--- config.mk ---
export PLATFORM = sky130hd
export DESIGN_NAME = seq_shift_add_multiplier_flat
export DESIGN_NICKNAME = d
export VERILOG_FILES = /design/src/rtl/seq_shift_add_multiplier_if.sv /design/src/rtl/seq_shift_add_multiplier.sv /design/src/flat_wrapper.sv
export SDC_FILE = /design/constraint.sdc
export NUM_CORES = 1
export LEC_CHECK = 0
export ABC_AREA = 1
export BUFFER_PORTS_ARGS = -buffer_cell sky130_fd_sc_hd__buf_4
export CAP_MARGIN = 30
export CELL_PAD_IN_SITES_DETAIL_PLACEMENT = 1
export CELL_PAD_IN_SITES_GLOBAL_PLACEMENT = 1
export CORE_MARGIN = 5
export CORE_UTILIZATION = 40
export DETAILED_ROUTE_END_ITERATION = 12
export PLACE_DENSITY_LB_ADDON = 0.1
export SYNTH_ARGS = -nofsm -noshare
export SYNTH_HDL_FRONTEND = slang
export SYNTH_SLANG_ARGS = --single-unit
--- constraint.sdc ---
create_clock -name clk -period 1.9 [get_ports clk]
set_clock_uncertainty 0.15 [all_clocks]
set_input_delay 0.19 -clock clk [delete_from_list [all_inputs] [get_ports clk]]
set_output_delay 0.19 -clock clk [all_outputs]
set_load 0.02 [all_outputs]
--- src/rtl/seq_shift_add_multiplier_if.sv ---
// rtl/seq_shift_add_multiplier_if.sv - operand/product handshake bundle for seq_shift_add_multiplier
interface seq_shift_add_multiplier_if #(
    parameter int W = 4
);
    logic           in_valid;
    logic           in_ready;
    logic [W-1:0]   x;
    logic [W-1:0]   y;
`ifdef MULT_SIGNED_EN
    logic           signed_mode;
`endif
    logic           out_valid;
    logic           out_ready;
    logic [2*W-1:0] o;

`ifdef MULT_SIGNED_EN
    modport master (output in_valid, x, y, signed_mode, out_ready,
                    input  in_ready, out_valid, o);
    modport slave  (input  in_valid, x, y, signed_mode, out_ready,
                    output in_ready, out_valid, o);
`else
    modport master (output in_valid, x, y, out_ready,
                    input  in_ready, out_valid, o);
    modport slave  (input  in_valid, x, y, out_ready,
                    output in_ready, out_valid, o);
`endif
endinterface

--- src/rtl/seq_shift_add_multiplier.sv ---
// rtl/seq_shift_add_multiplier.sv - W-cycle shift-and-add multiplier; MULT_SIGNED_EN adds two's-complement mode
module seq_shift_add_multiplier #(
    parameter int W = 4
) (
    input  logic                       clk,
    input  logic                       rst_n,
    seq_shift_add_multiplier_if.slave  bus
);
    localparam int CW = $clog2(W);

    typedef enum logic [1:0] {IDLE, CALC, DONE} state_t;

    state_t         state_q, state_d;
    logic [W-1:0]   mcand_q, mcand_d;
    logic [W-1:0]   mplier_q, mplier_d;
    logic [W:0]     acc_q, acc_d;
    logic [CW-1:0]  cnt_q, cnt_d;
    logic [2*W-1:0] o_q, o_d;

    logic [W:0]     ext;
    logic [W:0]     addend;
    logic [W:0]     sum;
    logic           fill;
    logic           last;

    assign last   = (cnt_q == CW'(W - 1));
    assign addend = mplier_q[0] ? ext : '0;

`ifdef MULT_SIGNED_EN
    logic sgn_q, sgn_d;

    // The final multiplier bit carries weight -2^(W-1) in signed mode, hence the subtract.
    assign ext  = {sgn_q & mcand_q[W-1], mcand_q};
    assign sum  = (sgn_q && last) ? (acc_q - addend) : (acc_q + addend);
    assign fill = sgn_q & sum[W];
`else
    assign ext  = {1'b0, mcand_q};
    assign sum  = acc_q + addend;
    assign fill = 1'b0;
`endif

    always_comb begin
        state_d  = state_q;
        mcand_d  = mcand_q;
        mplier_d = mplier_q;
        acc_d    = acc_q;
        cnt_d    = cnt_q;
        o_d      = o_q;
`ifdef MULT_SIGNED_EN
        sgn_d    = sgn_q;
`endif
        case (state_q)
            IDLE: begin
                if (bus.in_valid) begin
                    mcand_d  = bus.x;
                    mplier_d = bus.y;
                    acc_d    = '0;
                    cnt_d    = '0;
`ifdef MULT_SIGNED_EN
                    sgn_d    = bus.signed_mode;
`endif
                    state_d  = CALC;
                end
            end
            CALC: begin
                // Shift {sum, mplier} right as one 2W+1-bit word; product bits fill mplier from the top.
                acc_d    = {fill, sum[W:1]};
                mplier_d = {sum[0], mplier_q[W-1:1]};
                cnt_d    = cnt_q + 1'b1;
                if (last) begin
                    o_d     = {sum, mplier_q[W-1:1]};
                    state_d = DONE;
                end
            end
            DONE: begin
                if (bus.out_ready) begin
                    state_d = IDLE;
                end
            end
            default: state_d = IDLE;
        endcase
    end

    always_ff @(posedge clk or negedge rst_n) begin
        if (!rst_n) begin
            state_q  <= IDLE;
            mcand_q  <= '0;
            mplier_q <= '0;
            acc_q    <= '0;
            cnt_q    <= '0;
            o_q      <= '0;
`ifdef MULT_SIGNED_EN
            sgn_q    <= 1'b0;
`endif
        end else begin
            state_q  <= state_d;
            mcand_q  <= mcand_d;
            mplier_q <= mplier_d;
            acc_q    <= acc_d;
            cnt_q    <= cnt_d;
            o_q      <= o_d;
`ifdef MULT_SIGNED_EN
            sgn_q    <= sgn_d;
`endif
        end
    end

    assign bus.in_ready  = (state_q == IDLE);
    assign bus.out_valid = (state_q == DONE);
    assign bus.o         = o_q;
endmodule

--- src/flat_wrapper.sv ---
// flat-port wrapper written by rule: the top's interface ports become plain ports
module seq_shift_add_multiplier_flat 
#(
    parameter int W = 4
)
  (clk, rst_n, bus_in_valid, bus_x, bus_y, bus_out_ready, bus_in_ready, bus_out_valid, bus_o);
  seq_shift_add_multiplier_if #(.W(W)) bus_i ();
  input  logic clk;
  input  logic rst_n;
  input wire logic [$bits(bus_i.in_valid)-1:0] bus_in_valid;
  input wire logic [$bits(bus_i.x)-1:0] bus_x;
  input wire logic [$bits(bus_i.y)-1:0] bus_y;
  input wire logic [$bits(bus_i.out_ready)-1:0] bus_out_ready;
  output wire logic [$bits(bus_i.in_ready)-1:0] bus_in_ready;
  output wire logic [$bits(bus_i.out_valid)-1:0] bus_out_valid;
  output wire logic [$bits(bus_i.o)-1:0] bus_o;
  assign bus_i.in_valid = bus_in_valid;
  assign bus_i.x = bus_x;
  assign bus_i.y = bus_y;
  assign bus_i.out_ready = bus_out_ready;
  assign bus_in_ready = bus_i.in_ready;
  assign bus_out_valid = bus_i.out_valid;
  assign bus_o = bus_i.o;
  seq_shift_add_multiplier #(.W(W)) u_core (.clk(clk), .rst_n(rst_n), .bus(bus_i));
endmodule
# --- Yosys cells after proc, flatten, opt, wreduce, memory -nomap -nowiden ---
# Cells that the tools add are included.
totals:
  reg_bits: 25
  output_inout_bits: 10
  elab_cells: 31
op_classes:
  addsub: 2
  eq_ne: 6
  muxes: 11
  reduce_logical: 6
ops:
  columns: ["operator", "count"]
  rows:
  - ["5-bit one-hot mux with 2 select lines", 1]
  - ["2-bit 2-to-1 mux", 4]
  - ["4-bit 2-to-1 mux", 2]
  - ["4-bit one-hot mux with 2 select lines", 1]
  - ["2-bit one-hot mux with 3 select lines", 1]
  - ["2-bit AND reduction", 3]
  - ["5-bit adder", 1]
  - ["5-bit 2-to-1 mux", 1]
  - ["2-bit == test (second input constant)", 2]
  - ["2-bit != test (second input constant)", 2]
  - ["2-bit one-hot mux with 2 select lines", 1]
  - ["3-bit AND reduction", 1]
  - ["2-bit by 1-bit adder with 2-bit output (second input constant)", 1]
  - ["2-bit by 1-bit == test with 1-bit output (second input constant)", 1]
  - ["2-bit logical NOT", 1]
  - ["2-bit by 1-bit != test with 1-bit output (second input constant)", 1]
  - ["2-bit nonzero test", 1]

# --- Depth between registers and ports, before layout ---
depth:
  depth_word: 3
  depth_mapped: 8
  depth_no_buf: 8

# --- Worst setup path after synthesis ---
# OpenSTA, ideal clock, no wires.
synth_timing:
  path_kind: "reg-to-reg"
  from: "reg u_core.mplier_q[0]"
  to: "reg u_core.o_q[7], in the netlist u_core.bus.o[7]"
  t_arrival_ps: 1358
  path_slack_ps: 276
  stages_incl_launch_ff: 9
  n_path_buf: 0
  synth_period_minus_slack_ps: 1624
  path_cell_list: "dfrtp_1 > nand2_1 > inv_1 > ha_1 > fa_1 > nand3_1 > nand2_1 > nand2_1 > nand2_1"
synth_via:
  elab_chain_cells: 2
synth_rtl:
  columns: ["element", "line", "text"]
  rows:
  - ["start, declared", "seq_shift_add_multiplier.sv:15", "logic [W-1:0] mplier_q, mplier_d;"]
  - ["start signal, assigned", "seq_shift_add_multiplier.sv:98", "mplier_q <= mplier_d;"]
  - ["4-bit 2-to-1 mux", "seq_shift_add_multiplier.sv:27", "assign addend = mplier_q[0] ? ext : '0;"]
  - ["5-bit adder", "seq_shift_add_multiplier.sv:38", "assign sum = acc_q + addend;"]
  - ["end signal, assigned", "seq_shift_add_multiplier.sv:91", "o_q <= '0;"]
  - ["end signal, assigned", "seq_shift_add_multiplier.sv:101", "o_q <= o_d;"]
  - ["end, declared", "seq_shift_add_multiplier.sv:18", "logic [2*W-1:0] o_q, o_d;"]
# Every way passes these cells.
# A chain may end at the register's enable or synchronous reset.

# --- Worst setup path in the final report ---
layout_timing:
  from: "reg u_core.mplier_q[0]"
  to: "reg u_core.o_q[5], in the netlist u_core.bus.o[5]"
# The elaborated chain is that of the path after synthesis.

==> flow_summary_export.csv <==
group,metric,value,unit
floorplanning,rows,19,
timing,worstMarginPinSlew,359.9,ps
cts,cts_tree,"done",
critical_path,worst-path-stages,6,
layout,nNetsFinal,181,
layout,drive_gt1_share,21.60,%
critical_path,critical_path_class,"flop to flop",
place,dp_cells,183,
hold_path,worstHoldStart,"bus_in_valid",
critical_path,slowest_delay,440,ps
route,viasPerCell,4.990,
layout,fin_area,1454,um2
route,ant_nets,0,
timing,whs,10.28,ps
floorplanning,core,2758,um2
run_status,outcome,"finished clean",
floorplanning,die_x,63.71,um
cts,cts_max_path_buffers,2,
critical_path,reg2reg_slack,120,ps
layout,seqCellArea,600.6,um2
critical_path,cp.required,1940,ps
critical_path,worstPathArrival,1820,ps
floorplanning,io_pins,22,
logic_synthesis,synthCells,132,
grt,grt_pass1_vias,1072,
hold_path,whs_path_depth,3,
place,io_buffers,21,
timing,min_period,1780,ps
cts,cts.sinks,24,
grt,grt_usage,13.84,%
layout,area_delta_synth_final,26.03,%
place,dpl.hpwl,1914,um
power,leakage,0.8013,nW
timing,setup_viol,0,
critical_path,cp_top_family,"adder cells",
layout,post-route-util,52.72,%
timing,setup_slack,119.6,ps
logic_synthesis,synth_cell_types,17,
timing,finalMaxSlewViolations,0,
logic_synthesis,yosysTopAreaCell,"dfrtp_1",
cts,post_cts_resized,0,
power,peakVddDrop,871.3,uV
power,p_total,2.194,mW
cts,clock_tree.root_cell,"clkbuf_4",
logic_synthesis,synth_area,1154,um2
flow_run,cap_violations,0,
logic_synthesis,ys_ff_latch,24,
critical_path,cp_max_fo,5,
route,wl_per_cell,13.13,um
logic_synthesis,yosys_warnings,0,
logic_synthesis,ys_top_cells_by_area,"dfrtp_1, nand2_1, ha_1",
layout,fill_cells,339,
route,drt_wl_total,2534,um
logic_synthesis,synth.avg_cell_area,8.739,um2
grt,grt_overflow,0,
place,place_congestion,0.7699,
layout,multi_input_comb_area,476.7,um2
floorplanning,start_util,41.83,%
power,powerDensity,1509,nW/um2
logic_synthesis,yosysSeqAreaShare,52.06,%
logic_synthesis,synth_top_area_share,52.06,%
critical_path,endpoint_kind,"flop",
cts,clkTransAtPathRegs,130,ps
logic_synthesis,synth_common_cells,"nand2_1, dfrtp_1, inv_1, o21ai_0, nand3_1",
grt,grt_max_degree,25,
logic_synthesis,synthFlopType,"dfrtp_1",
route,drtIter0Drc,37,
grt,antenna_found_initial,0,
layout,final_cells,193,
timing,max_freq,561.7,MHz
logic_synthesis,synth-edff-count,0,
hold_path,min_to,"u_core.mcand_q[1]",
timing,final-hold-violation-count,0,
logic_synthesis,syn-num-nets,150,
cts,cts_buffers,3,
timing,relSlewSlack,75.92,%
critical_path,path_cells,"nand2_1 -> inv_1 -> ha_1 -> fa_1 -> xnor2_1 -> o21ai_0",
critical_path,worst_r2r_endpoint,"u_core.bus.o[5]",
layout,n_antenna_cell,0,
route,dr.pass1.iters,4,
floorplanning,dieHeight,63.71,um
floorplanning,die_area,4058,um2
critical_path,crit_buf_inv,1,
hold_path,hold_class,"input pin to flop",
grt,grt_pass1_wl,4512,um
timing,period_share,93.70,%
critical_path,cp-start-kind,"flop",
critical_path,reg2reg_from,"u_core.mplier_q[0]",
place,postPlaceCellArea,1341,um2
critical_path,reg2regPathDepth,6,
timing,rsz0062_at_grt,"no",
logic_synthesis,synth_most_common_cell,"nand2_1",
critical_path,slowest_stage,"dfrtp_1",
cts,htreeDepth,1,
route,vias,963,
cts,clock_latency,310,ps
place,pre_cts_ws,124.1,ps
logic_synthesis,async_reset_ff_share,100.0,%
route,drc_errors,0,
timing,setup_tns,0,ps
cts,postCtsSetupBuffers,0,
worst max-delay path by stage:
stage,from,to,slack (ps)
after floorplan,u_core.mplier_q[0],u_core.bus.o[7],280
after global placement,u_core.mplier_q[0],u_core.bus.o[7],210
after detailed placement,u_core.mplier_q[0],u_core.bus.o[5],120
after CTS,u_core.mplier_q[0],u_core.bus.o[5],110
after global routing,u_core.mplier_q[0],u_core.bus.o[5],30
final,u_core.mplier_q[0],u_core.bus.o[5],120
state kept, by name, indices dropped and copies added, names as in the netlist:
| name | cells |
|---|---|
| u_core.cnt_q | 2 |
| u_core.mcand_q | 4 |
| u_core.bus.o | 8 |
| u_core.mplier_q | 4 |
| u_core.state_q | 2 |
| u_core.acc_q | 4 |
routing by layer:
| layer | global-route usage (%) | part of all wire (%) |
|---|---|---|
| met1 | 16.33 | 45 |
| met2 | 24.24 | 50 |
| met3 | 3.552 | 3.9 |
| met4 | 4.675 | 1.0 |
| met5 | 0 | 0 |
worst min-delay path, cell delays in order:
cell	delay, ps
buf_4	110
nand3_1	80
nand2_1	60
final cells by class:
cell class	instances	share of cell area, %
Tap cell	31	2.668
Clock buffer	3	1.549
Inverter	16	4.131
Timing Repair Buffer	28	15.49
Multi-Input combinational cell	90	32.79
Sequential cell	24	41.31
Clock inverter	1	2.065
cells in the final DEF (no fill, tap or decap), drive strengths merged:
master       count
a21oi            2
a22o             1
buf             22
bufinv           1
clkbuf           3
dfrtp           24
dlygate4sd3      6
fa               1
ha               5
inv             16
nand2           48
nand3           10
nor2             3
o21ai           18
o31ai            1
xnor2            1
where the power goes:
group          internal [mW]  total, mW  switching (mW)
combinational          0.371      0.993           0.622
sequential             0.712      0.835           0.123
clock                  0.213      0.366           0.153
total                   1.30       2.19           0.898
cell families after synthesis:
| kind of cell | after synthesis | synth area share (%) |
|---|---|---|
| DFF | 24 | 52.06 |
| adders and majority gates | 6 | 7.158 |
| AOI/OAI and AO/OA | 22 | 12.04 |
| buffers and inverters | 18 | 6.615 |
| xor gates and xnor gates | 1 | 0.7594 |
| and+or+nand+nor | 61 | 21.37 |
repair_timing:
action / 4_1_cts / 5_1_grt
endpoints found under the setup margin: 0 / 0
hold buffers: 6 / 0
hold endpoints to repair: 29 / 0
Power figures use the tool's default switching activity.
